**src/rtl/apb_master_ctrl.sv**
```systemverilog
// rtl/apb_master_ctrl.sv - AHB-request to APB master bridge with slave decode, wait-state timeout and error response
module apb_master_ctrl #(
  parameter int ADDR_W  = 32,
  parameter int DATA_W  = 32,
  parameter int NSLV    = 3,
  parameter int SLV_LSB = 28,
  parameter int TIMEOUT = 16
) (
  input  logic                  Hclk,
  input  logic                  Hresetn,
  input  logic                  valid,
  input  logic                  Hwrite,
  input  logic [ADDR_W-1:0]     Haddr,
  input  logic [DATA_W/8-1:0]   Hstrb,
  input  logic [DATA_W-1:0]     Hwdata,
  output logic                  Hreadyout,
  output logic [DATA_W-1:0]     Hrdata,
  output logic                  Hresp,
  output logic [ADDR_W-1:0]     Paddr,
  output logic [DATA_W-1:0]     Pwdata,
  output logic                  Pwrite,
  output logic                  Penable,
  output logic [NSLV-1:0]       Pselx,
  output logic [DATA_W/8-1:0]   Pstrb,
  input  logic [DATA_W-1:0]     Prdata,
  input  logic                  Pready,
  input  logic                  Pslverr
);

  // Slave index field is at least one bit wide even for a single slave.
  localparam int IDX_W = (NSLV > 1) ? $clog2(NSLV) : 1;
  // One extra bit so NSLV itself is representable for the range compare.
  localparam logic [IDX_W:0] NSLV_L = (IDX_W+1)'(NSLV);
  // Counter wide enough for TIMEOUT-1; never zero width.
  localparam int CNT_W = $clog2(TIMEOUT + 2);
  localparam logic [CNT_W-1:0] TO_LAST = CNT_W'((TIMEOUT > 0) ? TIMEOUT - 1 : 0);

  typedef enum logic [2:0] {
    IDLE   = 3'd0,
    WWAIT  = 3'd1,
    SETUP  = 3'd2,
    ACCESS = 3'd3,
    ERR    = 3'd4
  } state_t;

  state_t           state;
  state_t           state_nxt;
  logic [IDX_W-1:0] idx_in;
  logic [IDX_W-1:0] sel_idx;
  logic             dec_ok;
  logic             accept;
  logic             access_done;
  logic             timeout_hit;
  logic [CNT_W-1:0] wait_cnt;

  assign idx_in = Haddr[SLV_LSB +: IDX_W];
  assign dec_ok = ({1'b0, idx_in} < NSLV_L);
  assign accept = (state == IDLE) && valid;

  // Pready wins over an expiring timeout in the same cycle.
  assign access_done = (state == ACCESS) && Pready;
  assign timeout_hit = (TIMEOUT != 0) && (state == ACCESS) && !Pready && (wait_cnt == TO_LAST);

  // State register.
  always_ff @(posedge Hclk or negedge Hresetn) begin
    if (!Hresetn) begin
      state <= IDLE;
    end else begin
      state <= state_nxt;
    end
  end

  // Next-state and APB/AHB handshake outputs; all outputs decode from state so reset clears them at once.
  always_comb begin
    state_nxt = state;
    Hreadyout = 1'b0;
    Penable   = 1'b0;
    Pselx     = '0;
    case (state)
      IDLE: begin
        Hreadyout = 1'b1;
        if (valid) begin
          if (!dec_ok) begin
            state_nxt = ERR;
          end else if (Hwrite) begin
            state_nxt = WWAIT;
          end else begin
            state_nxt = SETUP;
          end
        end
      end
      WWAIT: begin
        state_nxt = SETUP;
      end
      SETUP: begin
        for (int i = 0; i < NSLV; i++) begin
          Pselx[i] = (sel_idx == IDX_W'(i));
        end
        state_nxt = ACCESS;
      end
      ACCESS: begin
        for (int i = 0; i < NSLV; i++) begin
          Pselx[i] = (sel_idx == IDX_W'(i));
        end
        Penable = 1'b1;
        if (access_done || timeout_hit) begin
          state_nxt = IDLE;
        end
      end
      ERR: begin
        state_nxt = IDLE;
      end
      default: begin
        state_nxt = IDLE;
      end
    endcase
  end

  // Capture the request; only decoded requests touch the APB address-side registers.
  always_ff @(posedge Hclk or negedge Hresetn) begin
    if (!Hresetn) begin
      Paddr   <= '0;
      Pwrite  <= 1'b0;
      Pstrb   <= '0;
      sel_idx <= '0;
    end else if (accept && dec_ok) begin
      Paddr   <= Haddr;
      Pwrite  <= Hwrite;
      Pstrb   <= Hwrite ? Hstrb : '0;
      sel_idx <= idx_in;
    end
  end

  // Write data arrives in the AHB data phase, i.e. the WWAIT cycle.
  always_ff @(posedge Hclk or negedge Hresetn) begin
    if (!Hresetn) begin
      Pwdata <= '0;
    end else if (state == WWAIT) begin
      Pwdata <= Hwdata;
    end
  end

  // Wait counter: cleared in SETUP, counts ACCESS cycles where the slave is not ready.
  always_ff @(posedge Hclk or negedge Hresetn) begin
    if (!Hresetn) begin
      wait_cnt <= '0;
    end else if (state == SETUP) begin
      wait_cnt <= '0;
    end else if ((state == ACCESS) && !Pready && (TIMEOUT != 0)) begin
      wait_cnt <= wait_cnt + CNT_W'(1);
    end
  end

  // Response registers hold until the next completion, timeout or decode error.
  always_ff @(posedge Hclk or negedge Hresetn) begin
    if (!Hresetn) begin
      Hresp  <= 1'b0;
      Hrdata <= '0;
    end else if (access_done) begin
      Hresp <= Pslverr;
      if (!Pwrite) begin
        Hrdata <= Prdata;
      end
    end else if (timeout_hit) begin
      Hresp <= 1'b1;
      if (!Pwrite) begin
        Hrdata <= '0;
      end
    end else if (state == ERR) begin
      Hresp <= 1'b1;
    end
  end

endmodule

```
**config.mk**
```make
export PLATFORM = sky130hd
export DESIGN_NAME = apb_master_ctrl
export DESIGN_NICKNAME = d
export VERILOG_FILES = /design/src/rtl/apb_master_ctrl.sv
export SDC_FILE = /design/constraint.sdc
export NUM_CORES = 1
export LEC_CHECK = 0
export ABC_AREA = 1
export CORE_MARGIN = 1.5
export CORE_UTILIZATION = 60
export CTS_CLUSTER_DIAMETER = 100
export DETAILED_ROUTE_END_ITERATION = 12
export DONT_BUFFER_PORTS = 1
export PLACE_DENSITY_LB_ADDON = 0.3
export SETUP_SLACK_MARGIN = 0.05
export SYNTH_ARGS = -nofsm -noshare
export SYNTH_HDL_FRONTEND = slang
export SYNTH_SLANG_ARGS = --single-unit
export TNS_END_PERCENT = 5
```
**constraint.sdc**
```tcl
create_clock -name Hclk -period 2.6 [get_ports Hclk]
set_input_delay 0.26 -clock Hclk [delete_from_list [all_inputs] [get_ports Hclk]]
set_output_delay 0.26 -clock Hclk [all_outputs]
set_load 0.05 [all_outputs]
```
* After elaboration in Yosys (flattened, before gate mapping) *
Index checks and enable logic that the tools add are counted.

operators by class
  magnitude comparators = 1
  muxes and demuxes = 18
  reductions and logical operators = 15
  equal/unequal tests = 11
  $add $sub $neg = 1

operators by type and width
  operator             count
  $mux 32              4
  $mux 3               4
  $pmux 3 s4           1
  $mux 5               2
  $eq 3x2->1 const B   2
  $ne 2x2->1 const B   3
  $add 5x1->5 const B  1
  $eq 5x4->1 const B   1
  $logic_and 1x1->1    5
  $mux 1               5
  $mux 4               1
  $reduce_bool 2->1    2
  $eq 3x1->1 const B   1
  $eq 3x3->1 const B   1
  $logic_not 3->1      1
  $reduce_and 3->1     1
  $reduce_bool 3->1    1
  $eq 2x1->1 const B   1
  $eq 2x2->1 const B   1
  $logic_not 2->1      1
  $lt 2x2->1 const B   1
  $mux 2               1
  $ne 2x1->1 const B   1
  $reduce_and 2->1     1
  3 further kinds      3

storage, ports and cells
  flip-flop bits (word level) = 112
  output and inout bits = 107
  word-level logic and storage cells = 55
  bits of input ports = 106

* Depth between registers and ports, before layout *
  depth in word-level cells = 6
  depth in mapped cells = 10
  mapped depth without buffers = 10

* Worst setup path before layout *
OpenSTA, ideal clock, no wires.

  kind = flip-flop to output port
  start = register, netlist name Paddr[29]
  end = output Pselx[2]
  stages on the path, launching flop included = 3
  data arrival time = 1.863 ns
  setup slack = 0.477 ns
  cells stage by stage = dfrtp_1 inv_1 nor3_1

RTL lines
  what       line  text
  to (decl)  23    output logic [NSLV-1:0] Pselx,

* Final worst setup path *
  start = register state[0]
  end = output Pselx[2]

on the way
  cells in the longest elaborated chain, start to end = 3
  elaborated cells on any way between the ends = 4
  those cells by class = 2 x eq/ne; 1 x mux; 1 x reduce/logical

ends and longest elaborated chain
  what                         line  text
  from (decl)                  46    state_t state;
  from (signal assigned)       69    state <= state_nxt;
  $eq 3x2->1                   79    case (state)
  $reduce_or 2->1 (no line) *  --
  $mux 3 *                     --

Every way passes the cells marked *; elsewhere a longest branch is shown, timed or not.

==> impl_metrics.ini <==
[timing]
slew_headroom_pct = 61.93
fin_ws_ns = 0.6462
setup_tns_ns = 0
clock-skew-final_ns = 0.01600
worstMarginPinSlew_ns = 0.5690
fin_crit_sh_pct = 75.15
hold_violations = 110
timing.hold.ws_ns = -0.4151
timing.final.max_slew_violations = 0
fmax_mhz = 511.8
rsz0062_at_grt = false
fin_crit_ns = 1.954
setup_viol_count_final = 0

[critical_path]
cp-end-kind = primary output
crit_type = flip-flop to primary output
path_max_fanout = 8
required_ns = 2.34
start_kind = flip-flop
critPathArrivalTime_ns = 1.69

[global_route]
grt_pass1_wl_um = 13740
grt_max_degree = 111
grt_overflow_total = 0
antenna_found_initial = 0
track_usage_pct = 22.44
grt_pass1_vias = 2950

[place]
placed_cells = 594
port-buffer-count = 0
place_congestion = 0.7974
place_ws_ns = 0.6937
hpwl_um = 6727

[synthesis]
ys_warn_count = 0
syn-cell-area_um2 = 4491
synth_fp_nets = 616
postSynthCellCount = 508
seq_area_frac_synth_pct = 61.30
syn_area_per_cell_um2 = 8.840
ys_types = 23
synth.ff_latch_count = 110

[floorplanning]
core_area_um2 = 7253
num_io_pins = 213
die_w_um = 89.51
die_h_um = 89.51
placementRows = 31
die-area_um2 = 8012
start_util_pct = 61.91

[cts]
cts_resized = 0
cts.sinks = 110
numCtsBuffers = 9
clock_path_buffers = 2
clk_pin_slew_worst_paths_ns = 0.10
hold_buffers = 11
root_buffer = clkbuf_8
clock_latency_ns = 0.36
cts_setup_buffers = 0
cts_max_level = 3
cts_tree = yes

[finish]
final_common_cell = nand2_1
drive_gt1_share_pct = 5.747
n_antenna_cell = 0
nets = 625
layout_common_cells = nand2_1 (192), dfrtp_1 (110), inv_1 (80)
instances_no_fill = 621
syn2layout_area_growth_pct = 7.356

[run_status]
status = finished with violations
violations = negative hold slack

[route]
vias = 3179
initialDrtViolationCount = 105
postRouteAntennaNets = 0
vias_per_cell = 5.119
drt_first_pass_iters = 4
drc_errors = 0
totalWireLength_um = 9598
post_drt_wl_per_cell_um = 15.46

[min_path]
hold_path.class = primary input to asynchronous set/reset pin

[flow_run]
maxCapViolCount = 0
registers in the layout, summed over array words and instances, names as in the netlist:
signal and flops:
Pstrb 4, Hrdata 32, Pwrite 1, wait_cnt 5, Hresp 1, Paddr 32
state 3, Pwdata 32
worst max-delay path: stages (launching register included):
cell and delay [ns]:
dfrtp_1 0.46, nor2_1 0.11, nand2_1 0.19, nand2_1 0.11, inv_1 0.07, nor3_1 0.17
buf_4 0.24
cells by family after synthesis:
family / Yosys count / synth area share (%)
DFF: 110 / 61.30
AOI/OAI and AO/OA: 76 / 8.582
buffers and inverters: 101 / 9.947
adders and majority gates: 2 / 0.5572
and+or+nand+nor: 218 / 19.42
xor gates and xnor gates: 1 / 0.1951
layer usage:
layer	share of wire, %	global-route usage [%]	up-vias
met5	0	0	-
met4	1.2	8.531	0
met3	9.5	6.741	13
met2	49	37.87	153
met1	40	27.23	1462
li1	-	-	1551
cell usage after synthesis (all sizes together):
cell type	count	area [um^2]
nand2	193	727.0
dfrtp	110	2753
inv	82	307.8
o21ai	72	360.3
buf	16	125.1
nor2	12	67.56
nand3	9	55.05
clkbuf	3	13.76
a21oi	2	10.01
ha	2	25.02
nand4	2	12.51
nor3	2	10.01
o211ai	1	7.510
o21bai	1	7.510
xor2	1	8.760
area by class of cell:
| class | instances | area, um^2 |
|---|---|---|
| clock buffer | 11 | 141.4 |
| sequential | 110 | 2753 |
| fill | 588 | 2432 |
| inverter | 82 | 307.8 |
| clock inverter | 5 | 43.79 |
| timing repair buffer | 17 | 155.1 |
| tap | 99 | 123.9 |
| multi-input combinational | 297 | 1296 |
final timing paths:
path | cells after the start | from | slack, ns | endpoint
max reg2reg | 9 | wait_cnt[0]$_DFFE_PN0P_ | 0.66 | Hrdata[11]$_DFFE_PN0P_
max in group asynchronous | 0 | Hresetn | 2.88 | wait_cnt[1]$_DFFE_PN0P_
min reg2reg | 2 | wait_cnt[4]$_DFFE_PN0P_ | 0.56 | wait_cnt[4]$_DFFE_PN0P_
min | 0 | Hresetn | -0.42 | Pwdata[29]$_DFFE_PN0P_
min in group Hclk | 2 | Prdata[5] | 0.02 | Hrdata[5]$_DFFE_PN0P_
max | 6 | state[0]$_DFFE_PN0P_ | 0.65 | Pselx[2]
through the flow:
| step | cell area [um^2] | util [%] |
|---|---|---|
| 2_1_floorplan | 4491 | - |
| 3_3_place_gp | 4526 | 62.39 |
| 3_5_place_dp | 4526 | 62.39 |
| 4_1_cts | 4821 | 66.47 |
| 5_1_grt | 4821 | 66.47 |
| 6_report | 4821 | 66.47 |
Power is not shown: default switching activity piles up to over one toggle a cycle in this logic, so the estimate is an artifact.
